`src/rtl/pc_pkg.sv`:
```
// pc_pkg: shared definitions for the PC / return-address-stack unit.
// Provides the default PC width and the 2-bit PC update mode type.
package pc_pkg;

    localparam int PC_W = 16;

    typedef enum logic [1:0] {
        PC_SEQ  = 2'b00,
        PC_LOAD = 2'b01,
        PC_CALL = 2'b10,
        PC_RET  = 2'b11
    } pc_mode_e;

endpackage

```
`src/rtl/pc_ras_stack.sv`:
```
// pc_ras_stack: circular LIFO of return addresses.
// Ports: CLK, RST (async, active-high), push, pop, din -> top (0 when
// empty), count, full, empty. Push while full overwrites the oldest entry.
module pc_ras_stack #(
    parameter int WIDTH = 16,
    parameter int DEPTH = 8
) (
    input  logic                   CLK,
    input  logic                   RST,
    input  logic                   push,
    input  logic                   pop,
    input  logic [WIDTH-1:0]       din,
    output logic [WIDTH-1:0]       top,
    output logic [$clog2(DEPTH):0] count,
    output logic                   full,
    output logic                   empty
);

    localparam int PW = $clog2(DEPTH);
    localparam logic [PW:0] CNT_MAX = (PW+1)'(DEPTH);

    logic [WIDTH-1:0] mem [DEPTH];
    logic [PW-1:0]    ptr;
    logic [PW-1:0]    top_idx;

    // ptr is the next free slot; the top lives one below it.
    assign top_idx = ptr - PW'(1);

    always_ff @(posedge CLK or posedge RST) begin
        if (RST) begin
            ptr   <= '0;
            count <= '0;
        end else if (push) begin
            ptr <= ptr + PW'(1);
            // Full push wraps onto the oldest entry; count saturates.
            if (!full) begin
                count <= count + (PW+1)'(1);
            end
        end else if (pop && !empty) begin
            ptr   <= ptr - PW'(1);
            count <= count - (PW+1)'(1);
        end
    end

    // Storage is deliberately not reset.
    always_ff @(posedge CLK) begin
        if (push) begin
            mem[ptr] <= din;
        end
    end

    assign full  = (count == CNT_MAX);
    assign empty = (count == '0);
    assign top   = empty ? '0 : mem[top_idx];

endmodule

```
`src/rtl/pc_ras_unit.sv`:
```
// pc_ras_unit: PC register with SEQ/LOAD/CALL/RET update and internal RAS.
// Ports: CLK, RST, input_PC_{PCWrite,mode,newPC,errClr} -> output_PC,
// output_PC_{retAddr,rasCount,rasFull,rasEmpty,ovf,unf}.
// Macro PC_RAS_TRAP_EN: stack faults jump to TRAP_VECTOR instead of
// overwriting (CALL) or falling back to newPC (RET).
module pc_ras_unit
    import pc_pkg::*;
#(
    parameter int               WIDTH        = PC_W,
    parameter int               RAS_DEPTH    = 8,
    parameter int               INC          = 2,
    parameter logic [WIDTH-1:0] RESET_VECTOR = '0,
    parameter logic [WIDTH-1:0] TRAP_VECTOR  = WIDTH'(16'h0010)
) (
    input  logic                       CLK,
    input  logic                       RST,
    input  logic                       input_PC_PCWrite,
    input  logic [1:0]                 input_PC_mode,
    input  logic [WIDTH-1:0]           input_PC_newPC,
    input  logic                       input_PC_errClr,
    output logic [WIDTH-1:0]           output_PC,
    output logic [WIDTH-1:0]           output_PC_retAddr,
    output logic [$clog2(RAS_DEPTH):0] output_PC_rasCount,
    output logic                       output_PC_rasFull,
    output logic                       output_PC_rasEmpty,
    output logic                       output_PC_ovf,
    output logic                       output_PC_unf
);

    pc_mode_e         mode;
    logic [WIDTH-1:0] pc_q;
    logic [WIDTH-1:0] pc_d;
    logic [WIDTH-1:0] link;
    logic [WIDTH-1:0] ret_addr;
    logic             push;
    logic             pop;
    logic             full;
    logic             empty;
    logic             ovf_hit;
    logic             unf_hit;
    logic             ovf_q;
    logic             unf_q;

    assign mode = pc_mode_e'(input_PC_mode);
    assign link = pc_q + WIDTH'(INC);

`ifndef PC_RAS_TRAP_EN
    logic unused_trap;
    assign unused_trap = ^TRAP_VECTOR;
`endif

    always_comb begin
        pc_d    = pc_q;
        push    = 1'b0;
        pop     = 1'b0;
        ovf_hit = 1'b0;
        unf_hit = 1'b0;
        if (input_PC_PCWrite) begin
            unique case (mode)
                PC_SEQ: begin
                    pc_d = link;
                end
                PC_LOAD: begin
                    pc_d = input_PC_newPC;
                end
                PC_CALL: begin
                    ovf_hit = full;
`ifdef PC_RAS_TRAP_EN
                    if (full) begin
                        pc_d = TRAP_VECTOR;
                    end else begin
                        push = 1'b1;
                        pc_d = input_PC_newPC;
                    end
`else
                    push = 1'b1;
                    pc_d = input_PC_newPC;
`endif
                end
                PC_RET: begin
                    unf_hit = empty;
                    if (empty) begin
`ifdef PC_RAS_TRAP_EN
                        pc_d = TRAP_VECTOR;
`else
                        pc_d = input_PC_newPC;
`endif
                    end else begin
                        pop  = 1'b1;
                        pc_d = ret_addr;
                    end
                end
                default: begin
                    pc_d = pc_q;
                end
            endcase
        end
    end

    always_ff @(posedge CLK or posedge RST) begin
        if (RST) begin
            pc_q  <= RESET_VECTOR;
            ovf_q <= 1'b0;
            unf_q <= 1'b0;
        end else begin
            pc_q <= pc_d;
            // A fault in the clearing cycle keeps the flag set.
            if (ovf_hit) begin
                ovf_q <= 1'b1;
            end else if (input_PC_errClr) begin
                ovf_q <= 1'b0;
            end
            if (unf_hit) begin
                unf_q <= 1'b1;
            end else if (input_PC_errClr) begin
                unf_q <= 1'b0;
            end
        end
    end

    pc_ras_stack #(
        .WIDTH(WIDTH),
        .DEPTH(RAS_DEPTH)
    ) u_stack (
        .CLK  (CLK),
        .RST  (RST),
        .push (push),
        .pop  (pop),
        .din  (link),
        .top  (ret_addr),
        .count(output_PC_rasCount),
        .full (full),
        .empty(empty)
    );

    assign output_PC          = pc_q;
    assign output_PC_retAddr  = ret_addr;
    assign output_PC_rasFull  = full;
    assign output_PC_rasEmpty = empty;
    assign output_PC_ovf      = ovf_q;
    assign output_PC_unf      = unf_q;

endmodule

```
`config.mk`:
```
export PLATFORM = sky130hd
export DESIGN_NAME = pc_ras_unit
export DESIGN_NICKNAME = d
export VERILOG_FILES = /design/src/rtl/pc_pkg.sv /design/src/rtl/pc_ras_stack.sv /design/src/rtl/pc_ras_unit.sv
export SDC_FILE = /design/constraint.sdc
export NUM_CORES = 1
export LEC_CHECK = 0
export ABC_AREA = 1
export BUFFER_PORTS_ARGS = -buffer_cell sky130_fd_sc_hd__buf_2
export CORE_MARGIN = 2
export CORE_UTILIZATION = 64
export DETAILED_ROUTE_END_ITERATION = 8
export PLACE_DENSITY_LB_ADDON = 0.08
export SLEW_MARGIN = 5
export SYNTH_ARGS = -nofsm -noshare
export SYNTH_HDL_FRONTEND = slang
export SYNTH_SLANG_ARGS = --single-unit
```
`constraint.sdc`:
```
create_clock -name CLK -period 6.2 [get_ports CLK]
set_input_delay 0 -clock CLK [delete_from_list [all_inputs] [get_ports CLK]]
set_output_delay 0 -clock CLK [all_outputs]
set_load 0.05 [all_outputs]
```
# Yosys cells after proc, flatten, opt, wreduce, memory -nomap -nowiden
# Memory sizes are Yosys's and may differ from the RTL's.
# Index checks and enable logic that the tools add are counted.
# W data, S select, Z words.
# classes
n_mux	22
addsub	5
eq_ne	5
reduce_logical	9
# op_table
operator	n
$pmux W16 S3	1
$mux W16	2
$add A16 B2 Y16 const B	1
$mux W1	14
$mux W4	3
$mux W3	2
$reduce_bool A2 Y1	3
$add A4 B1 Y4 const B	1
$eq A2 B2 Y1 const B	2
$eq A4 B4 Y1 const B	1
$logic_not A4 Y1	1
$sub A4 B1 Y4 const B	1
$add A3 B1 Y3 const B	1
$sub A3 B1 Y3 const B	1
$eq A2 B1 Y1 const B	1
$logic_not A2 Y1	1
$ne A2 B2 Y1 const B	1
$reduce_and A2 Y1	1
$reduce_or A2 Y1	1
$logic_and A1 B1 Y1	1
$logic_not A1 Y1	1
# totals
n_memories	1
ff_bits	25
ram_bits	128
word_cells	47
out_inout_bits	40
in_bits	22
# mem_list
memory	words	width	rd	rd_ports_with_merged_regs	write_ports	line	source
u_stack.mem	8	16	1	0	1	pc_ras_stack.sv:22	logic [WIDTH-1:0] mem [DEPTH];

# Longest topological paths before layout
# Gate-level depths: netlist of run 1.
# depth
depth_word	7
ltp_mapped	14
mapped_depth_nobuf	11

# Hierarchy
# From an unflattened synthesis of run 1, not the netlist that was laid out.
# hier_totals
cells_unflattened	862
area_unflattened_um2	7608.5
# by_module_without_submodules
module	instances	cells_per_inst	area_each_um2	seq_area_each_um2
pc_ras_stack	1	641	6180.9	4018.9
pc_ras_unit	1	221	1427.6	450.4

# Worst setup path before layout of run 1
# No wires, ideal clock.
# synth_path
path_kind	register to register
from	reg u_stack.count[3]
to	reg u_stack.count[1]
setup_ns	0.127
path_buffers	0
path_stages_with_launch	8
arrival_time_ns	2.878
synth_period_minus_slack_ns	3.005
required_ns	6.073
slack_ns	3.195
cell_sequence	dfrtp_1 inv_1 nor4_1 nand2_1 nand2_1 inv_1 nand2_1 o21ai_0
# synth_via
elab_cells_between_ends	10
classes_between	eq/ne: 2; mux: 3; reduce/logical: 5
# synth_rtl
element	line	source
start: declaration	pc_ras_stack.sv:14	output logic [$clog2(DEPTH):0] count,
start signal: assignment	pc_ras_stack.sv:37	count <= count + (PW+1)'(1);
start signal: assignment	pc_ras_stack.sv:41	count <= count - (PW+1)'(1);
$eq A4 B4 Y1	pc_ras_stack.sv:52	assign full = (count == CNT_MAX);
via output_PC_rasFull	pc_ras_unit.sv:24	output logic output_PC_rasFull,
$ne A2 B2 Y1 (no source line)	--	
$reduce_and A2 Y1 (no source line)	--	
# The timed path passes the listed nets, and every way through them passes these cells.
# A chain may end at the register's enable or synchronous reset.

# Worst setup path in the final report of run 1
# layout_path
from	reg u_stack.ptr[0]
to	out output_PC_retAddr[9]
# layout_via
elab_chain_len	3
# layout_rtl
element	line	source
start: declaration	pc_ras_stack.sv:23	logic [PW-1:0] ptr;
start signal: assignment	pc_ras_stack.sv:34	ptr <= ptr + PW'(1);
start signal: assignment	pc_ras_stack.sv:40	ptr <= ptr - PW'(1);
$sub A3 B1 Y3	pc_ras_stack.sv:27	assign top_idx = ptr - PW'(1);
$mem_v2 Z8 W16	--	
$mux W16	pc_ras_stack.sv:54	assign top = empty ? '0 : mem[top_idx];
end: declaration	pc_ras_unit.sv:22	output logic [WIDTH-1:0] output_PC_retAddr,
# No other way between the ends.

==> results of run 1 <==
synth_stat cells (5+ instances only):
| cell | count |
|---|---|
| nand2_1 | 215 |
| edfxtp_1 | 128 |
| nor2_1 | 101 |
| inv_1 | 53 |
| nand3_1 | 47 |
| o21ai_0 | 47 |
| dfrtp_1 | 25 |
| a21oi_1 | 19 |
| nand4_1 | 19 |
| xor2_1 | 11 |
| and3_1 | 10 |
| buf_2 | 10 |
| ha_1 | 8 |
| clkbuf_1 | 7 |
| and3_2 | 6 |
| buf_4 | 6 |
| clkbuf_8 | 5 |
flip-flops by register name, summed over array words and instances (netlist names):
name,flops
u_stack.mem,128
output_PC,16
u_stack.count,4
u_stack.ptr,3
output_PC_ovf,1
output_PC_unf,1
cell families after synthesis:
kind of cell	Yosys count
AND/OR/NAND/NOR	409
AO/OA/AOI/OAI	75
adder cells (fa/ha/maj)	8
buffers and inverters	92
flip-flops	153
XOR/XNOR	14
final timing paths:
check                                  endpoint              from  depth (start not counted)
min in group asynchronous         output_PC[15]               RST                          3
setup reg to reg                  output_PC[12]    u_stack.ptr[0]                         13
setup / recovery           output_PC_retAddr[9]    u_stack.ptr[0]                         11
max in group asynchronous        u_stack.ptr[0]               RST                          3
hold reg to reg                u_stack.count[3]  u_stack.count[3]                          2
hold / removal                    output_PC[15]  input_PC_PCWrite                          4
tightest hold or removal path, stage by stage:
cell and delay [ps]:
buf_2 190, nor2_1 130, a21oi_1 40, nand2_1 70
area by class of cell:
cell class	instances	area share (%)
sequential	153	52.7
multi-input combinational	506	28.0
timing repair buffer	90	6.75
clock buffer	17	5.01
clock inverter	15	2.93
inverter	55	2.52
tap	143	2.11
through the flow:
stage / cell area (µm²) / worst slack, ps / hold WS (ps) / util [%]
4_1_cts: 8480 / 2090 / 20.3 / 74.9
3_5_place_dp: 7610 / 2560 / 215 / 67.2
3_3_place_gp: 7600 / 2660 / 211 / 67.2
6_report: 8480 / 2020 / 31.5 / 74.9
2_1_floorplan: 7350 / 3190 / 27.3 / -
5_1_grt: 8480 / 1810 / 63.4 / 74.9
repair_timing:
action,in CTS,in global routing
buffers inserted,0,0
resized for setup,0,0
hold buffers,20,0
hold endpoints to repair,43,0
layer usage:
layer / vias to the layer above / part of all wire, %
li1: 2657 / -
met1: 2707 / 42
met2: 321 / 47
met3: 27 / 9.6
met4: 0 / 1.7
met5: - / 0
layout by cell type (no fill, tap or decap), types with 17 or more instances in the layout:
cell type      Yosys  final
nand2_1          215    215
edfxtp_1         128    128
nor2_1           101     99
buf_2             10     61
inv_1             53     53
o21ai_0           47     47
nand3_1           47     47
dfrtp_1           25     24
dlygate4sd3_1      0     20
nand4_1           19     19
a21oi_1           19     19
clkbuf_16          0     17
==> impl_metrics.env, run 1 <==
export IMPL_vias=5712
export IMPL_grt_overflow_total=0
export IMPL_core_area_mm2=0.0113
export IMPL_start_util_pct=64.9
export IMPL_final_layout_size_suffix_gt1_share_pct=14.4
export IMPL_grt_pass1_wl_mm=29.8
export IMPL_track_usage_pct=32.0
export IMPL_avgSynthCellArea_um2=9.79
export IMPL_crit_required_ps=6200
export IMPL_synthMuxAreaShare_pct=0
export IMPL_ys_warn_count=0
export IMPL_synthAdderAreaFrac_pct=1.36
export IMPL_h_tree_depth=4
export IMPL_setup_violations=0
export IMPL_die_area_mm2=0.0124
export IMPL_rsz0062_at_grt="false"
export IMPL_path_class="reg2out"
export IMPL_r2r_slack_ps=2030
export IMPL_max_freq_mhz=239
export IMPL_drt_wl_total_mm=19.0
export IMPL_ys_flop_type="edfxtp_1"
export IMPL_synthCells=751
export IMPL_synth_nets=781
export IMPL_path_cells="buf_4, inv_1, buf_4, ha_1, buf_4, inv_1, nor2_1, o21ai_0, nand3_1, and3_2, buf_2"
export IMPL_grtUsageMet3_pct=7.44
export IMPL_critPathTopFamily="buffers and inverters"
export IMPL_area_growth_syn_to_layout_pct=15.4
export IMPL_period_needed_ps=4180
export IMPL_drc_errors=0
export IMPL_cts_root_buf="clkbuf_16"
export IMPL_fin_nets=853
export IMPL_clk_pin_slew_ps=80
export IMPL_nFillCells=798
export IMPL_hold_viol=0
export IMPL_min_path_type="in2reg"
export IMPL_crit_arrival_ps=4180
export IMPL_synthArstFlopShare_pct=16.3
export IMPL_slowest_delay_ps=560
export IMPL_cap_violations=0
export IMPL_via_per_inst=5.83
export IMPL_cts_tree="done"
export IMPL_drt_pass1_iterations=6
export IMPL_dp_cells=927
export IMPL_fin_skew_ps=18.4
export IMPL_io_pins=62
export IMPL_worst_slew_pin_slew_ps=1060
export IMPL_worstPathMaxFanout=69
export IMPL_busiest_layer="met2"
export IMPL_regArea_mm2=0.00447
export IMPL_drt_iter0_markers=729
export IMPL_post_drt_wl_per_cell_um=19.5
export IMPL_grt_pass1_vias=5425
export IMPL_multiInputGateArea_mm2=0.00237
export IMPL_ys_seq_area_share_pct=60.8
export IMPL_synth_compound_area_share_pct=5.28
export IMPL_num_rows=39
export IMPL_relSlewSlack_pct=29.4
export IMPL_synth_distinct_cells=40
export IMPL_netlist_area_mm2=0.00735
export IMPL_final_antenna_net_count=0
export IMPL_cts_max_path_buffers=2
export IMPL_met2_usage_pct=49.2
export IMPL_cts_sinks=153
export IMPL_cp_buffers_inverters=6
export IMPL_cts_made_buffers=17
export IMPL_antennaDiodeCount=0
export IMPL_path_common_cell="buf_4"
export IMPL_fin_tns_setup_ps=0
export IMPL_slew_viol_final=0
export IMPL_ys_ff_latch=153
export IMPL_fp_dieW_um=111
export IMPL_met1_usage_pct=45.5
export IMPL_clk_latency_ps=440
export IMPL_dp_hpwl_mm=12.0
export IMPL_synth_top_family_by_area="simple AND/OR/NAND/NOR gates"
export IMPL_die_h_um=111
export IMPL_status="completed"
export IMPL_final_cells=979
export IMPL_yosys_area_share_simple_pct=23.7
export IMPL_worstSetupEndpointType="output pin"
export IMPL_gp_congestion=0.894
export IMPL_synth_xor_area_share_pct=1.92
export IMPL_synth_edf_count=128
export IMPL_grt_max_degree=70
export IMPL_cp_start_kind="register"
export IMPL_yosys_area_top_type="edfxtp_1"
export IMPL_cp_slowest_cell="buf_4"
export IMPL_port_buffers=61
export IMPL_grt_antenna_before_repair=0
export IMPL_synth_top_cell_area_share_pct=52.3
export IMPL_finalCritPeriodShare_pct=67.4
export IMPL_synth_area_leaders="edfxtp_1 52%, nand2_1 11%, dfrtp_1 8.5%"
Power of run 1 is not shown: default switching activity piles up to over one toggle a cycle in this logic, so the estimate is an artifact.
==> run 2: changes to the inputs <==
Settings changed: CORE_UTILIZATION 64 to 54.
Clock period 6.2 ns to 3.8 ns, I/O delays scaled along.
==> impl_metrics.env, run 2 (synthesis results as in run 1) <==
export IMPL_timing_rr_start="u_stack.ptr[0]"
export IMPL_worstSetupEndpointType="register"
export IMPL_h_tree_depth=4
export IMPL_rsz0062_at_grt="false"
export IMPL_final_layout_size_suffix_gt1_share_pct=14.2
export IMPL_mostFrequentLayoutCell="nand2_1"
export IMPL_reg2reg_depth=10
export IMPL_die_h_um=121
export IMPL_die_area_mm2=0.0146
export IMPL_fin_skew_ps=10.8
export IMPL_dp_cells=964
export IMPL_fin_nets=857
export IMPL_worstPathMaxFanout=23
export IMPL_holdCritStartpoint="input_PC_PCWrite"
export IMPL_fin_tns_setup_ps=0
export IMPL_max_freq_mhz=318
export IMPL_worst_slew_pin_slew_ps=844
export IMPL_io_pins=62
export IMPL_cp_buffers_inverters=3
export IMPL_crit_required_ps=4150
export IMPL_final_cells=1016
export IMPL_drc_errors=0
export IMPL_finalCritPeriodShare_pct=82.8
export IMPL_core_area_mm2=0.0133
export IMPL_start_util_pct=55.3
export IMPL_cts_sinks=153
export IMPL_min_path_type="in2reg"
export IMPL_vias=5578
export IMPL_finalHoldWorstSlack_ps=59.3
export IMPL_period_needed_ps=3150
export IMPL_nFillCells=1095
export IMPL_setup_violations=0
export IMPL_cts_resized=0
export IMPL_drt_pass1_iterations=5
export IMPL_cap_violations=0
export IMPL_cts_tree="done"
export IMPL_layout_common_cells="215 x nand2_1, 128 x edfxtp_1, 101 x nor2_1"
export IMPL_drt_iter0_markers=590
export IMPL_cts_made_buffers=17
export IMPL_final_util_pct=63.6
export IMPL_fp_dieW_um=121
export IMPL_min_to="output_PC[15]"
export IMPL_cts_root_buf="clkbuf_16"
export IMPL_num_rows=42
export IMPL_largest_reg_flops=128
export IMPL_grt_pass1_wl_mm=28.9
export IMPL_critPathTopFamily="buffers and inverters"
export IMPL_slew_viol_final=0
export IMPL_clk_pin_slew_ps=60
export IMPL_path_cells="inv_1, ha_1, inv_1, nand3_1, nand3_1, nand4_1, nand2_1, nand3_1, dlygate4sd3_1, nand2_1"
export IMPL_relSlewSlack_pct=43.7
export IMPL_antennaDiodeCount=0
export IMPL_via_per_inst=5.49
export IMPL_status="completed"
export IMPL_slowest_delay_ps=580
export IMPL_path_class="reg2reg"
export IMPL_drt_wl_total_mm=18.6
export IMPL_cp_slowest_cell="dlygate4sd3_1"
export IMPL_timing_rr_end="output_PC[12]"
export IMPL_grt_pass1_vias=5274
export IMPL_whs_path_depth=4
export IMPL_cp_start_kind="register"
export IMPL_hold_viol=0
export IMPL_path_common_cell="nand3_1"
export IMPL_cts_max_path_buffers=2
export IMPL_port_buffers=61
export IMPL_grt_antenna_before_repair=0
export IMPL_area_growth_syn_to_layout_pct=15.1
export IMPL_track_usage_pct=26.8
export IMPL_r2r_slack_ps=650
export IMPL_gp_congestion=0.889
export IMPL_crit_arrival_ps=3500
export IMPL_grt_overflow_total=0
export IMPL_post_drt_wl_per_cell_um=18.3
export IMPL_regMostFlops="u_stack.mem"
export IMPL_final_antenna_net_count=0
export IMPL_critPathLaunch="u_stack.ptr[0]"
export IMPL_grt_max_degree=69
export IMPL_dp_hpwl_mm=12.2
export IMPL_clk_latency_ps=420
## run 2: cell count changes in the layout (fill, tap and decap cells not counted)
cell	before	now
nor2_1	99	101
clkbuf_1	0	2
buf_4	9	13
bufinv_16	6	3
nor2_2	2	0
clkinv_4	4	2
clkinvlp_4	2	1
clkinv_2	2	5
clkinv_1	0	1
## run 2: worst max path at each step
stage / to / slack, ps / cells past startpoint
after floorplan: u_stack.count[1] / 790 / 7
after global placement: output_PC[3] / 1210 / 10
after detailed placement: output_PC[3] / 1160 / 10
after CTS: output_PC[12] / 690 / 10
after global routing: output_PC[12] / 510 / 10
final: output_PC[12] / 650 / 10
## run 2: worst register-to-register path: cells and delay by family (launching register included)
kind,cells,cell delay (ps)
AND/OR/NAND/NOR,6,680
buffers and inverters,3,1630
flip-flops,1,400
adder cells (fa/ha/maj),1,370
## run 2: repair_timing
item | 4_1_cts | 5_1_grt
setup buffers | 0 | 0
setup endpoints to repair | 0 | 0
endpoints found under the hold margin | 43 | 0
hold buffers | 20 | 0
## run 2: area by class of cell
type                            count  area [µm²]  area share, %
Clock inverter                     13         153           1.80
Tap cell                          176         220           2.60
Timing Repair Buffer               94         603           7.13
Multi-Input combinational cell    506        2370           28.0
Inverter                           55         214           2.53
Sequential cell                   153        4470           52.8
Clock buffer                       19         433           5.12
## run 2: layer usage
| layer | up-vias | wire length (µm) | track usage, % | part of all wire, % |
|---|---|---|---|---|
| met5 | - | 0 | 0 | 0 |
| met4 | 0 | 218 | 7.99 | 1.2 |
| met3 | 19 | 1450 | 5.47 | 7.8 |
| met2 | 254 | 8480 | 40.8 | 46 |
| met1 | 2637 | 8420 | 39.0 | 45 |
| li1 | 2668 | - | - | - |
## run 2: metrics by stage
step | instance area [µm²] | setup slack, ps
floorplan | 7350 | 795
global placement | 7680 | 1210
detailed placement | 7680 | 1160
CTS | 8460 | 694
global route | 8460 | 512
finish | 8460 | 654
Power of run 2 is left out for the same reason.
